[src/rtl/parking_gate_arbiter.sv]
// Shared barrier-gate controller for a single-gate car park: entry passcode check,
// gate dwell timing, wrong-code lockout and occupancy tracking against capacity.
module parking_gate_arbiter #(
  parameter int         CAPACITY    = 8,
  parameter logic [3:0] PASS_CODE   = 4'b1011,
  parameter int         WAIT_CYCLES = 16,
  parameter int         GATE_CYCLES = 8,
  parameter int         MAX_TRIES   = 3,
  parameter int         LOCK_CYCLES = 32,
  localparam int        CW          = $clog2(CAPACITY + 1)
) (
  input  logic          clk,
  input  logic          rst,
  input  logic          sensor_entrance,
  input  logic          sensor_exit,
  input  logic [3:0]    password,
  input  logic          pass_valid,
  output logic          gate_open,
  output logic          green_led,
  output logic          red_led,
  output logic          alarm,
  output logic [CW-1:0] occupancy,
  output logic          full
);

  localparam int TMAX_AB = (WAIT_CYCLES > GATE_CYCLES) ? WAIT_CYCLES : GATE_CYCLES;
  localparam int TMAX    = (TMAX_AB > LOCK_CYCLES) ? TMAX_AB : LOCK_CYCLES;
  localparam int TW      = (TMAX > 1) ? $clog2(TMAX) : 1;
  localparam int NW      = $clog2(MAX_TRIES + 1);

  typedef enum logic [2:0] {
    IDLE       = 3'd0,
    CHECK      = 3'd1,
    ENTER_OPEN = 3'd2,
    EXIT_OPEN  = 3'd3,
    LOCKOUT    = 3'd4
  } state_t;

  state_t        state_reg, state_next;
  logic [TW-1:0] timer_reg, timer_next;
  logic [NW-1:0] tries_reg, tries_next;
  logic [CW-1:0] occ_reg, occ_next;
  logic          full_flag;

  assign full_flag = (occ_reg == CW'(CAPACITY));

  always_ff @(posedge clk or negedge rst) begin
    if (!rst) begin
      state_reg <= IDLE;
      timer_reg <= '0;
      tries_reg <= '0;
      occ_reg   <= '0;
    end else begin
      state_reg <= state_next;
      timer_reg <= timer_next;
      tries_reg <= tries_next;
      occ_reg   <= occ_next;
    end
  end

  always_comb begin
    state_next = state_reg;
    timer_next = timer_reg;
    tries_next = tries_reg;
    occ_next   = occ_reg;
    case (state_reg)
      IDLE: begin
        // Exit wins a simultaneous request so a full park can always drain.
        if (sensor_exit && (occ_reg != '0)) begin
          state_next = EXIT_OPEN;
          timer_next = TW'(GATE_CYCLES - 1);
        end else if (sensor_entrance && !full_flag) begin
          state_next = CHECK;
          timer_next = TW'(WAIT_CYCLES - 1);
          tries_next = '0;
        end
      end
      CHECK: begin
        if (pass_valid) begin
          if (password == PASS_CODE) begin
            state_next = ENTER_OPEN;
            timer_next = TW'(GATE_CYCLES - 1);
          end else if ((tries_reg + NW'(1)) == NW'(MAX_TRIES)) begin
            state_next = LOCKOUT;
            timer_next = TW'(LOCK_CYCLES - 1);
          end else begin
            tries_next = tries_reg + NW'(1);
            timer_next = TW'(WAIT_CYCLES - 1);
          end
        end else if (timer_reg == '0) begin
          state_next = IDLE;
        end else begin
          timer_next = timer_reg - TW'(1);
        end
      end
      ENTER_OPEN: begin
        // Timer parks at zero; the gate stays up while a car is under it.
        if (timer_reg != '0) begin
          timer_next = timer_reg - TW'(1);
        end else if (!sensor_entrance) begin
          state_next = IDLE;
          occ_next   = occ_reg + CW'(1);
        end
      end
      EXIT_OPEN: begin
        if (timer_reg != '0) begin
          timer_next = timer_reg - TW'(1);
        end else if (!sensor_exit) begin
          state_next = IDLE;
          occ_next   = occ_reg - CW'(1);
        end
      end
      LOCKOUT: begin
        if (timer_reg == '0) begin
          state_next = IDLE;
        end else begin
          timer_next = timer_reg - TW'(1);
        end
      end
      default: state_next = IDLE;
    endcase
  end

  always_comb begin
    gate_open = 1'b0;
    green_led = 1'b0;
    red_led   = 1'b0;
    alarm     = 1'b0;
    case (state_reg)
      CHECK: red_led = 1'b1;
      ENTER_OPEN, EXIT_OPEN: begin
        gate_open = 1'b1;
        green_led = 1'b1;
      end
      LOCKOUT: begin
        red_led = 1'b1;
        alarm   = 1'b1;
      end
      default: ;
    endcase
  end

  assign occupancy = occ_reg;
  assign full      = full_flag;

endmodule

[config.mk]
export PLATFORM = sky130hd
export DESIGN_NAME = parking_gate_arbiter
export DESIGN_NICKNAME = d
export VERILOG_FILES = /design/src/rtl/parking_gate_arbiter.sv
export SDC_FILE = /design/constraint.sdc
export NUM_CORES = 1
export LEC_CHECK = 0
export ABC_AREA = 1
export CELL_PAD_IN_SITES_DETAIL_PLACEMENT = 1
export CELL_PAD_IN_SITES_GLOBAL_PLACEMENT = 2
export CORE_ASPECT_RATIO = 0.7
export CORE_MARGIN = 2
export CORE_UTILIZATION = 28
export CTS_CLUSTER_SIZE = 40
export DETAILED_ROUTE_END_ITERATION = 16
export GPL_TIMING_DRIVEN = 0
export PLACE_DENSITY = 0.8
export SLEW_MARGIN = 10
export SYNTH_ARGS = -nofsm -noshare
export SYNTH_HDL_FRONTEND = slang
export SYNTH_SLANG_ARGS = --single-unit
[constraint.sdc]
create_clock -name clk -period 1.75 [get_ports clk]
set_input_delay 0.35 -clock clk [delete_from_list [all_inputs] [get_ports clk]]
set_output_delay 0.35 -clock clk [all_outputs]
set_load 0.02 [all_outputs]
==> out/summary.txt <==
Yosys warnings = 0
Number of flip-flops in the largest register = 5
CTS Buffer Depth = 2
Initial core utilization = 29.83%
R2R Setup Slk = 0.05 ns
Most frequent cell after synthesis = nand2_1
Seq cells post-synth = 14
Rows = 18
Sequential-to-total area share from yosys stat = 32.60%
Startpoint types = flip-flop
Dominant synthesized flop cell = dfrtp_1
Crit path cell chain = clkdlybuf4s50_1
Setup violators final = 0
Grt ovf = 0
Post-synth top area share = 32.60%
Io pins = 18
Int Pwr = 1.263 mW
DRT Wirelength = 3202 µm
Hold crit path type = reg2reg
Slowest cell on the critical path = clkdlybuf4s50_1
EDFF count, synth = 0
Nets = 205
Fraction of layout cells with a size suffix above 1 = 24.34%
Reg2Reg Capture Point = occupancy[3]
Slew HR = 51.76%
Period Utilization, post-route = 98.46%
Setup Skew = 0.002019 ns
Hold Slack = 0.4817 ns
CTS tree = done
Final Cell Area = 1458 µm²
Worst Path Arrival = 1.37 ns
Tot GR Track Use = 15.30%
Worst vdd ir = 0.5300 mV
Total CTS buffers = 3
# DRC = 0
Drt first pass iters = 4
Die ar. = 4358 µm²
Via count = 1106
Port bufs = 17
CP Class = reg2out
Family with the most delay on the worst path = buffers and inverters
Final hold viol count = 0
Drt via density = 4.628
Global-route wire length before repair = 5237 µm
Vias in the first global route = 1098
Psw = 1.131 mW
Initial antenna violation count = 0
Post-synthesis cell area = 1075 µm²
HP Start = timer_reg[0]
Status = finished, final reports clean
Die Ht = 55.84 µm
Max-cap violations = 0
FF-to-FF path depth = 12
Final HPWL DP = 2488 µm
Antenna Nets Post-Route = 0
Sw Ratio = 47.26%
Crit path from = occupancy[1]
Clock net sink count = 14
Power per cell area = 1642 nW/µm²
RSZ-0062 raised after global routing = yes
FF-to-FF Start = state_reg[1]
Routed len/inst = 13.40 µm
Hold Path Depth = 2
Fill count = 469
CORE AREA = 3603 µm²
Hold-fix buffers, CTS = 0
Area growth, synth to finish = 35.62%
Top cell type by total area after synthesis = dfrtp_1
Fmax = 0.5804 GHz
CP peak stage delay = 0.65 ns
CP Max Fanout = 5
Largest net degree at the start of global routing = 15
Skew-Pair Late Insertion Delay = 0.25 ns
Gpl congestion = 0.7765
Synth area leaders = dfrtp_1 (33%), nand2_1 (19%), inv_1 (6.6%), nor2_1 (5.6%), ha_1 (4.7%)
Post-DP Area = 1310 µm²
Pins Over Slew Limit = 0
Sequential share of power = 26.2%
CP Buf/Inv Count = 1
Comb pwr share = 62.2%
Clock slew at reported path FFs = 0.06 ns
Clock share of power = 11.6%
Final worst path period need = 1.723 ns
Die Width = 78.05 µm
H-tree depth = 1
Syn Area/Cell = 6.760 µm²
1st-iter DRT viols = 24
CTS Root Cell = clkbuf_8
Mapped Nets = 173
Post-synthesis cell count = 159
Worst slew pin tran = 0.7213 ns
Crit end category = output pin
Leakage dissipation = 0.7353 nW
Commonest cells in the netlist = nand2_1 (54), inv_1 (19), nor2_1 (16), dfrtp_1 (14), nand3_1 (10)
WHS Endpoint = timer_reg[0]
Ys async rst share = 100.0%
Netlist cell types = 26
Antenna cells = 0
Worst path required time = 1.40 ns
==> area by class of cell <==
cell class                 count  area [µm²]  share of cell area (%)
buffer                         1       7.507                  0.5150
clock buffer                   3       41.29                   2.833
inverter                      25       101.3                   6.953
multi-input combinational    119       661.9                   45.41
sequential                    14       352.8                   24.21
tap                           50       62.56                   4.292
timing repair buffer          27       230.2                   15.79
==> cell families (layout without fill, tap and decap cells) <==
family	Yosys count	after routing	share of synthesized area, %
adder cells (fa/ha/maj)	5	5	6.519
buffers and inverters	26	56	9.430
AND/OR/NAND/NOR	90	90	37.37
XOR/XNOR	4	4	3.260
flip-flops	14	14	32.60
AO/OA/AOI/OAI	20	20	10.83
==> layer usage <==
metal / GRT usage [%] / routed length, µm
met1: 22.18 / 1659
met2: 23.77 / 1435
met3: 3.409 / 92
met4: 2.256 / 13
met5: 0 / 0
==> per-stage QoR <==
step                setup WS [ns]  total power [mW]  util [%]  std cells   TNS [ns]
global placement         -0.08024             1.859     36.35        226    -0.1292
floorplan                 0.02424             1.523         -        159          0
finish                    0.02701             2.394     40.45        239          0
CTS                     -0.008397             2.242     38.19        231  -0.008397
global route             -0.08162             2.637     40.45        239    -0.1144
detailed placement        -0.1273             1.926     36.35        226    -0.2785
==> placed cells by master (no fill, tap or decap), types with 2 or more instances in the layout <==
cell type / instances
o21ai_1: 5
a21oi_1: 5
xor2_1: 3
o21ai_2: 2
dfrtp_2: 2
inv_4: 3
nor2_2: 2
nand2_2: 4
nand2_4: 2
ha_1: 2
buf_4: 11
o21ai_0: 3
dfrtp_1: 12
clkbuf_8: 3
inv_2: 5
nor2_4: 2
clkdlybuf4s50_1: 12
inv_1: 17
nand3_1: 10
clkbuf_2: 2
nand2_1: 51
nor2_1: 15
==> power groups by stage <==
stage | combinational, mW | clock (mW) | sequential (mW)
floorplan | 0.904 | 0 | 0.619
global placement | 1.26 | 0 | 0.600
detailed placement | 1.31 | 0 | 0.616
CTS | 1.35 | 0.286 | 0.611
global route | 1.70 | 0.297 | 0.645
finish | 1.49 | 0.278 | 0.627
==> repair_timing <==
item                                    4_1_cts  5_1_grt
buffers inserted                              2        9
hold endpoints to repair                      0        0
endpoints found under the setup margin        6        7
cloned                                        0        0
resized for setup                            13       16
pin swaps                                     1        5
==> worst max path at each step <==
stage                        end  cells past startpoint  slack, ns
floorplan           occupancy[3]                     12       0.02
global route        occupancy[3]                     12      -0.08
global placement    occupancy[3]                     12      -0.08
detailed placement  occupancy[3]                     12      -0.13
CTS                        alarm                      4     -0.008
finish              occupancy[1]                      1       0.03
Note: power is estimated with default switching activity, not from simulation.
